<file path="src/rtl/prm_edge_scan_ctrl_pkg.sv">
// Shared FSM state type and default widths for the PRM edge-query scan sequencer.
package prm_scan_pkg;

    typedef enum logic [1:0] {
        SCAN_IDLE,
        SCAN_RUN,
        SCAN_FLUSH,
        SCAN_DONE
    } scan_state_e;

    localparam int unsigned SCAN_QW = 15;
    localparam int unsigned SCAN_WW = 32;
    localparam int unsigned SCAN_CW = 16;

endpackage

</file>
<file path="src/rtl/prm_edge_scan_ctrl_packer.sv">
// Bit accumulator, bit-position counter and single-entry word holding register with
// valid/ready; reports a stall when a word must move out but the holding slot is busy.
module prm_scan_packer
    import prm_scan_pkg::*;
#(
    parameter int unsigned WW = SCAN_WW
) (
    input  logic          clk,
    input  logic          rst_n,
    input  logic          clear_i,
    input  logic          sample_en_i,
    input  logic          sample_i,
    input  logic          last_i,
    output logic          stall_o,
    output logic [WW-1:0] word_o,
    output logic          word_vld_o,
    input  logic          word_rdy_i,
    output logic          word_last_o
);

    localparam int unsigned   BW      = $clog2(WW);
    localparam logic [BW-1:0] TOP_POS = BW'(WW - 1);

    logic [WW-1:0] acc_q, acc_d;
    logic [WW-1:0] word_q, word_d;
    logic [BW-1:0] pos_q, pos_d;
    logic          vld_q, vld_d;
    logic          last_q, last_d;
    logic [WW-1:0] merged;
    logic          xfer;
    logic          take;

    always_comb begin
        merged          = acc_q;
        merged[pos_q]   = sample_i;
        xfer            = (pos_q == TOP_POS) || last_i;
        stall_o         = xfer && vld_q && !word_rdy_i;
        take            = sample_en_i && !stall_o;

        acc_d  = acc_q;
        pos_d  = pos_q;
        word_d = word_q;
        vld_d  = vld_q;
        last_d = last_q;

        if (vld_q && word_rdy_i) begin
            vld_d = 1'b0;
        end

        if (clear_i) begin
            acc_d = '0;
            pos_d = '0;
        end else if (take) begin
            // A load here may coincide with acceptance of the previous word.
            if (xfer) begin
                acc_d  = '0;
                pos_d  = '0;
                word_d = merged;
                vld_d  = 1'b1;
                last_d = last_i;
            end else begin
                acc_d = merged;
                pos_d = pos_q + BW'(1);
            end
        end
    end

    always_ff @(posedge clk or negedge rst_n) begin
        if (!rst_n) begin
            acc_q  <= '0;
            pos_q  <= '0;
            word_q <= '0;
            vld_q  <= 1'b0;
            last_q <= 1'b0;
        end else begin
            acc_q  <= acc_d;
            pos_q  <= pos_d;
            word_q <= word_d;
            vld_q  <= vld_d;
            last_q <= last_d;
        end
    end

    assign word_o      = word_q;
    assign word_vld_o  = vld_q;
    assign word_last_o = last_q;

endmodule

</file>
<file path="src/rtl/prm_edge_scan_ctrl.sv">
// Walks a contiguous range of edge-query codes, samples the checker result and packs
// it into bitmap words. Optional blocked-edge popcount behind `PRM_SCAN_POPCNT_EN`.
module prm_edge_scan_ctrl
    import prm_scan_pkg::*;
#(
    parameter int unsigned QW = SCAN_QW,
    parameter int unsigned WW = SCAN_WW,
    parameter int unsigned CW = SCAN_CW
) (
    input  logic          clk,
    input  logic          rst_n,
    input  logic          start_i,
    input  logic [QW-1:0] base_i,
    input  logic [CW-1:0] count_i,
    output logic          busy_o,
    output logic          done_o,
    output logic [QW-1:0] query_o,
    output logic          query_vld_o,
    input  logic          edge_mask_i,
    output logic [WW-1:0] word_o,
    output logic          word_vld_o,
    input  logic          word_rdy_i,
    output logic          word_last_o
`ifdef PRM_SCAN_POPCNT_EN
    ,
    output logic [CW-1:0] blocked_cnt_o
`endif
);

    scan_state_e   state_q, state_d;
    logic [QW-1:0] query_q, query_d;
    logic [CW-1:0] rem_q, rem_d;
    logic          accept;
    logic          last_sample;
    logic          stall;
    logic          take;

    always_comb begin
        state_d     = state_q;
        query_d     = query_q;
        rem_d       = rem_q;
        accept      = 1'b0;
        last_sample = (rem_q == CW'(1));
        take        = (state_q == SCAN_RUN) && !stall;

        case (state_q)
            SCAN_IDLE: begin
                if (start_i) begin
                    accept = 1'b1;
                    if (count_i != '0) begin
                        state_d = SCAN_RUN;
                        query_d = base_i;
                        rem_d   = count_i;
                    end else begin
                        state_d = SCAN_DONE;
                    end
                end
            end
            SCAN_RUN: begin
                if (take) begin
                    query_d = query_q + QW'(1);
                    rem_d   = rem_q - CW'(1);
                    if (last_sample) begin
                        state_d = SCAN_FLUSH;
                    end
                end
            end
            SCAN_FLUSH: begin
                if (word_vld_o && word_rdy_i) begin
                    state_d = SCAN_DONE;
                end
            end
            SCAN_DONE: state_d = SCAN_IDLE;
            default:   state_d = SCAN_IDLE;
        endcase
    end

    always_ff @(posedge clk or negedge rst_n) begin
        if (!rst_n) begin
            state_q <= SCAN_IDLE;
            query_q <= '0;
            rem_q   <= '0;
        end else begin
            state_q <= state_d;
            query_q <= query_d;
            rem_q   <= rem_d;
        end
    end

    assign query_o     = query_q;
    assign query_vld_o = (state_q == SCAN_RUN);
    assign busy_o      = (state_q == SCAN_RUN) || (state_q == SCAN_FLUSH);
    assign done_o      = (state_q == SCAN_DONE);

    prm_scan_packer #(
        .WW (WW)
    ) u_packer (
        .clk         (clk),
        .rst_n       (rst_n),
        .clear_i     (accept),
        .sample_en_i (state_q == SCAN_RUN),
        .sample_i    (edge_mask_i),
        .last_i      (last_sample),
        .stall_o     (stall),
        .word_o      (word_o),
        .word_vld_o  (word_vld_o),
        .word_rdy_i  (word_rdy_i),
        .word_last_o (word_last_o)
    );

`ifdef PRM_SCAN_POPCNT_EN
    logic [CW-1:0] blk_q, blk_d;

    always_comb begin
        blk_d = blk_q;
        if (accept) begin
            blk_d = '0;
        end else if (take && edge_mask_i && (blk_q != '1)) begin
            blk_d = blk_q + CW'(1);
        end
    end

    always_ff @(posedge clk or negedge rst_n) begin
        if (!rst_n) begin
            blk_q <= '0;
        end else begin
            blk_q <= blk_d;
        end
    end

    assign blocked_cnt_o = blk_q;
`endif

endmodule

</file>
<file path="config.mk">
export PLATFORM = sky130hd
export DESIGN_NAME = prm_edge_scan_ctrl
export DESIGN_NICKNAME = d
export VERILOG_FILES = /design/src/rtl/prm_edge_scan_ctrl_pkg.sv /design/src/rtl/prm_edge_scan_ctrl_packer.sv /design/src/rtl/prm_edge_scan_ctrl.sv
export SDC_FILE = /design/constraint.sdc
export NUM_CORES = 1
export LEC_CHECK = 0
export CAP_MARGIN = 0
export CORE_AREA = 2 2 120 133
export DETAILED_ROUTE_END_ITERATION = 8
export DIE_AREA = 0 0 122 135
export HOLD_SLACK_MARGIN = 0.03
export PLACE_DENSITY = 0.62
export SKIP_CTS_REPAIR_TIMING = 1
export SYNTH_ARGS = -nofsm -noshare
export SYNTH_HDL_FRONTEND = slang
export SYNTH_HIERARCHICAL = 1
export SYNTH_SLANG_ARGS = --single-unit
</file>
<file path="constraint.sdc">
create_clock -name clk -period 2.9 [get_ports clk]
set_input_delay 0.58 -clock clk [delete_from_list [all_inputs] [get_ports clk]]
set_output_delay 0.58 -clock clk [all_outputs]
set_load 0.01 [all_outputs]
</file>
==> results of run 1 <==
## sequential cells by signal, summed over array words and instances (netlist names)
register,flops
u_packer/word_o,32
u_packer/acc_q,32
rem_q,16
u_packer/word_vld_o,1
u_packer/pos_q,5
u_packer/word_last_o,1
query_o,15
state_q,2
## worst max path at each step
stage | from | to | slack [ns] | cells after the start
floorplan | u_packer/pos_q[3] | rem_q[8] | 0.44 | 12
global placement | count_i[6] | rem_q[9] | 0.14 | 7
detailed placement | count_i[6] | rem_q[9] | 0.13 | 7
CTS | rem_q[1] | rem_q[9] | 0.16 | 13
global route | rem_q[1] | rem_q[9] | 0.04 | 13
finish | rem_q[1] | rem_q[9] | 0.26 | 13
## final cells by class
type / instances / area (um^2) / area share
clock buffer: 14 / 284 / 0.0386
clock inverter: 2 / 35.0 / 0.00477
inverter: 22 / 82.6 / 0.0112
multi-input combinational: 447 / 3040 / 0.414
sequential: 104 / 2600 / 0.354
tap: 196 / 245 / 0.0334
timing repair buffer: 110 / 1060 / 0.144
## power groups by stage
stage	registers (uW)	clock network, uW	logic (uW)
6_report	2150	1280	2810
2_1_floorplan	2110	0	1920
4_1_cts	2140	1330	2810
5_1_grt	2190	1400	3080
3_3_place_gp	2140	0	2740
3_5_place_dp	2160	0	2800
## metal layers
metal  track usage  up-vias  share of wire
met5             0        -              0
met4        0.0556        0          0.011
met3        0.0262       11          0.044
met2         0.298      125           0.48
met1         0.256     2453           0.46
li1              -     2440              -
## cell usage after synthesis (all sizes together), types with 2 or more instances
master	count
nor4b	3
nand2	39
a41oi	2
ha	13
and2	3
clkbuf	10
nand3b	2
or4	2
nand3	34
and3b	20
a221o	23
inv	22
a31oi	4
nor3	6
nand4	9
o32ai	3
a32oi	5
a21oi	52
o21ai	28
mux2i	38
a22oi	9
nor3b	4
and4	2
nor2b	7
a211o	2
nor4	10
nand4b	2
a21o	4
and3	2
or2	2
o221ai	8
nand2b	13
buf	31
dfrtp	104
o22a	3
nor2	68
o22ai	11
## through the flow
step / hold WS (ns) / power [uW] / instance area, um^2 / std cells / util
final: 0.295 / 6230 / 7350 / 895 / 0.490
after global routing: 0.330 / 6660 / 7350 / 895 / 0.490
after CTS: 0.328 / 6280 / 7350 / 895 / 0.490
after detailed placement: 0.493 / 4960 / 7030 / 879 / 0.469
after global placement: 0.480 / 4880 / 7030 / 879 / 0.469
after floorplan: 0.284 / 4030 / 5950 / 614 / -
## worst max-delay path, delay by kind of cell, from the launching register on
family / cells / cell delay (ns)
AO/OA/AOI/OAI: 4 / 0.64
buffers and inverters: 3 / 0.56
adder cells (fa/ha/maj): 1 / 0.15
flip-flops: 1 / 0.39
AND/OR/NAND/NOR: 5 / 0.79
## layout by cell type, fill, tap and decap left out, types with 4 or more instances in the layout
cell / count
a21o_1: 4
a21oi_1: 51
a221o_1: 23
a22oi_1: 9
a31oi_1: 4
a32oi_1: 5
and3b_1: 20
buf_4: 22
clkbuf_16: 9
clkbuf_8: 4
clkdlybuf4s50_1: 86
dfrtp_1: 104
ha_1: 12
inv_1: 22
mux2i_1: 38
nand2_1: 38
nand2b_1: 13
nand3_1: 32
nand4_1: 9
nor2_1: 59
nor2_2: 4
nor2_4: 5
nor2b_1: 6
nor3_1: 5
nor4_1: 7
o21ai_0: 14
o21ai_1: 12
o221ai_1: 8
o22ai_1: 11
## kinds of logic after synthesis
| group | Yosys count | share of synthesized area |
|---|---|---|
| AOI/OAI and AO/OA | 165 | 0.192 |
| muxes | 39 | 0.0658 |
| adders and majority gates | 13 | 0.0273 |
| DFF | 104 | 0.437 |
| and+or+nand+nor | 230 | 0.225 |
| buffers and inverters | 63 | 0.0532 |
==> results.json, run 1 <==
{
  "routed-via-count": 5029,
  "grt_usage": 0.184,
  "power.share.switching": 0.409,
  "fin_crit_sh": 0.910,
  "area_delta_synth_final_pct": 23.5,
  "ys_top_cells_by_area": "dfrtp_1, mux2i_1, a21oi_1",
  "slew_violations": 0,
  "dr.pass1.iters": 5,
  "syn_inst": 614,
  "die-width_um": 122,
  "final.setup.tns_ns": 0,
  "intPower_uw": 3690,
  "rr_startpoint": "rem_q[1]",
  "r2r_setup_slack_ns": 0.26,
  "crit_slowest_cell": "dfrtp_1",
  "synthArstFlopShare": 1.00,
  "wirelength_um": 15000,
  "crit_path_max_fanout": 15,
  "setup_viol": 0,
  "cts.sinks": 104,
  "drv_cap": 0,
  "dpl_worst_slack_ns": 0.128,
  "fp.dieH_um": 135,
  "synth_cell_types": 70,
  "status": "finished clean",
  "end_kind": "register",
  "critical_path_required_ns": 3.13,
  "fin_worst_skew_ns": 0.00682,
  "synth_top_area_frac": 0.437,
  "fillCellCount": 1406,
  "htreeDepth": 3,
  "routed_via_density": 5.62,
  "placement.io_buffers": 87,
  "p_per_area_nw_per_um2": 848,
  "numCtsBuffers": 9,
  "gr-total-overflow": 0,
  "io_pins": 88,
  "antenna_cells": 0,
  "drtIter0Drc": 382,
  "ant_nets": 0,
  "postLayoutSetupSlackWorst_ns": 0.262,
  "timing.rr.end": "rem_q[9]",
  "fp.coreArea_um2": 15000,
  "net-switching-power_uw": 2550,
  "clk_latency_ns": 0.34,
  "hpwl_um": 10500,
  "seq_power_share": 0.344,
  "ys_warn_count": 6,
  "rows": 47,
  "rr_worst_depth": 13,
  "critical_path_arrival_ns": 2.87,
  "ctsLongestPathBuffers": 2,
  "clkPwrFrac": 0.206,
  "dieArea_um2": 16500,
  "cts_tree": "built",
  "start_util": 0.397,
  "vdd_drop_max_v": 0.000388,
  "grt_pass1_wl_um": 24400,
  "yosys.area.top_type": "dfrtp_1",
  "cpPeakStageDelay_ns": 0.39,
  "avgSynthCellArea_um2": 9.69,
  "clockRootBuffer": "clkbuf_16",
  "grt_antenna_before_repair": 0,
  "routabilityCongestion": 0.847,
  "grt_pass1_vias": 4838,
  "path_cells": "inv_1 > ha_1 > nor3b_1 > nand4_1 > inv_1 > nor2_4 > nor2_1 > nand2_1 > o211a_2 > o21ai_2 > buf_6 > a21oi_1 > o22a_1",
  "crit_path_frequent_cell": "inv_1",
  "slew_headroom": 0.602,
  "synthesis.nets": 663,
  "routedWlPerCell_um": 16.7,
  "fin_nets": 743,
  "synth_seq_cells": 104,
  "synth_sequential_area_ratio": 0.437,
  "rsz0062_at_grt": "no",
  "fmax_mhz": 379,
  "drc": 0,
  "combPwrFrac": 0.450,
  "worst_pin_slew_ns": 0.597,
  "leakage_uw": 0.00309,
  "grt_max_degree": 105,
  "period_minus_slack_ns": 2.64,
  "startpoint_type": "register",
  "synth_area_um2": 5950,
  "synth-main-ff-cell": "dfrtp_1",
  "min_path_type": "input pin to asynchronous set/reset pin",
  "hold_viol_final": 0,
  "synth_edf_count": 0,
  "drive_above_1_share": 0.100,
  "crit_type": "register to register",
  "path_clk_slew_ns": 0.07
}
Note: power is estimated with default switching activity, not from simulation.
==> run 2: changes to the inputs <==
--- a/config.mk
+++ b/config.mk
@@ -12,6 +12,7 @@
 export HOLD_SLACK_MARGIN = 0.03
 export PLACE_DENSITY = 0.62
 export SKIP_CTS_REPAIR_TIMING = 1
+export SLEW_MARGIN = 20
 export SYNTH_ARGS = -nofsm -noshare
 export SYNTH_HDL_FRONTEND = slang
 export SYNTH_HIERARCHICAL = 1
==> results of run 2 <==
Final layout, timing and power as in run 1 (identical DEF).
==> run 3: changes to the inputs <==
--- a/config.mk
+++ b/config.mk
@@ -5,12 +5,12 @@
 export SDC_FILE = /design/constraint.sdc
 export NUM_CORES = 1
 export LEC_CHECK = 0
-export CAP_MARGIN = 0
+export CAP_MARGIN = 20
 export CORE_AREA = 2 2 120 133
 export DETAILED_ROUTE_END_ITERATION = 8
 export DIE_AREA = 0 0 122 135
 export HOLD_SLACK_MARGIN = 0.03
-export PLACE_DENSITY = 0.62
+export PLACE_DENSITY = 0.71
 export SKIP_CTS_REPAIR_TIMING = 1
 export SLEW_MARGIN = 20
 export SYNTH_ARGS = -nofsm -noshare
==> run 3 against run 2 <==
Effect of this change: sequential power barely moved; routed wire length grew 1.7%; global-route usage increased by 0.34 points; largest power group unchanged; highest routed layer unchanged.
==> results.json, run 3 (synthesized netlist as in run 1, its figures left out) <==
{
  "met1Wirelength_um": 6610,
  "grt_pass1_vias": 4924,
  "clockRootBuffer": "clkbuf_16",
  "slew_headroom": 0.580,
  "status": "finished clean",
  "fin_worst_skew_ns": 0.00717,
  "cpPeakStageDelay_ns": 0.55,
  "period_minus_slack_ns": 2.73,
  "drive_above_1_share": 0.100,
  "drtIter0Drc": 605,
  "critical_path_arrival_ns": 3.02,
  "power.share.switching": 0.422,
  "grt_antenna_before_repair": 0,
  "drv_cap": 0,
  "rows": 47,
  "crit_family": "simple AND/OR/NAND/NOR gates",
  "fin_nets": 742,
  "rr_worst_depth": 11,
  "wl_met2_um": 7530,
  "setup_viol": 0,
  "regArea_um2": 2600,
  "top_layer_used": "met4",
  "ctsLongestPathBuffers": 2,
  "fmax_mhz": 366,
  "crit_type": "register to register",
  "drc": 0,
  "crit_path_max_fanout": 13,
  "path_clk_slew_ns": 0.07,
  "routedWlPerCell_um": 17.0,
  "grt_max_degree": 71,
  "final_core_util": 0.488,
  "placement.io_buffers": 87,
  "routed_via_density": 5.75,
  "start_util": 0.397,
  "die-width_um": 122,
  "startpoint_type": "register",
  "dr.pass1.iters": 6,
  "cts_tree": "built",
  "rr_startpoint": "rem_q[0]",
  "intPower_uw": 3560,
  "final_common_cell": "dfrtp_1",
  "routabilityCongestion": 0.869,
  "end_kind": "register",
  "cts.sinks": 104,
  "gr-total-overflow": 0,
  "crit_slowest_cell": "or4b_1",
  "grt_pass1_wl_um": 24700,
  "hold_viol_final": 0,
  "seq_power_share": 0.349,
  "final_cell_mix": "dfrtp_1, clkdlybuf4s50_1, nor2_1",
  "io_pins": 88,
  "htreeDepth": 3,
  "slew_violations": 0,
  "fin_crit_sh": 0.943,
  "hold-worst-slack_ns": 0.185,
  "hpwl_um": 10800,
  "p_per_area_nw_per_um2": 841,
  "min_path_type": "input pin to asynchronous set/reset pin",
  "dpl_worst_slack_ns": 0.0748,
  "wirelength_um": 15200,
  "vdd_drop_max_v": 0.000435,
  "leakage_uw": 0.00307,
  "fillCellCount": 1358,
  "fp.coreArea_um2": 15000,
  "dieArea_um2": 16500,
  "combPwrFrac": 0.459,
  "antenna_cells": 0,
  "crit_buf_inv": 1,
  "routed-via-count": 5137,
  "multi_input_area_um2": 3040,
  "final.setup.tns_ns": 0,
  "ant_nets": 0,
  "area_delta_synth_final_pct": 22.9,
  "path_cells": "ha_1 > nor3b_1 > nand4_1 > inv_1 > nor2_4 > nor2_1 > nand2_1 > o211a_2 > o21ai_2 > or4b_1 > nand3_1",
  "postLayoutSetupSlackWorst_ns": 0.166,
  "fp.dieH_um": 135,
  "critical_path_required_ns": 3.18,
  "net-switching-power_uw": 2590,
  "clk_latency_ns": 0.35,
  "r2r_setup_slack_ns": 0.17,
  "numCtsBuffers": 9,
  "wl_met3_um": 886,
  "timing.rr.end": "rem_q[15]",
  "rsz0062_at_grt": "no",
  "worst_pin_slew_ns": 0.628,
  "grt_usage": 0.187,
  "clkPwrFrac": 0.192
}
## run 3: worst max path at each step
stage                            startpoint         to  slack, ns  cells after the start
after detailed placement         count_i[6]   rem_q[9]       0.07                      7
after global placement           count_i[6]   rem_q[3]       0.14                      7
after CTS                          rem_q[0]  rem_q[15]       0.17                     11
after floorplan           u_packer/pos_q[3]   rem_q[8]       0.44                     12
final                              rem_q[0]  rem_q[15]       0.17                     11
after global routing               rem_q[0]  rem_q[15]      0.004                     11
## run 3: routing by layer
layer,GRT usage,vias to the layer above
met5,0,-
met4,0.0664,0
met2,0.313,160
met1,0.245,2522
met3,0.0317,19
li1,-,2436
## run 3: area by class of cell
cell class                      count  area share
Clock buffer                       10      0.0327
Multi-Input combinational cell    447       0.416
Clock inverter                      6     0.00565
Tap cell                          196      0.0335
Inverter                           22      0.0113
Timing Repair Buffer              109       0.145
Sequential cell                   104       0.356
## run 3: stage by stage
stage / instance area (um^2) / total power, uW / instances
final: 7310 / 6150 / 894
after global routing: 7310 / 6560 / 894
after CTS: 7310 / 6180 / 894
after detailed placement: 7030 / 4980 / 878
after global placement: 7030 / 4890 / 878
after floorplan: 5950 / 4030 / 614
## run 3: power by group through the flow
stage / logic, uW / clock network (uW) / registers, uW
floorplan: 1920 / 0 / 2110
global placement: 2750 / 0 / 2140
detailed placement: 2820 / 0 / 2160
CTS: 2830 / 1210 / 2140
global route: 3100 / 1280 / 2190
finish: 2820 / 1180 / 2150
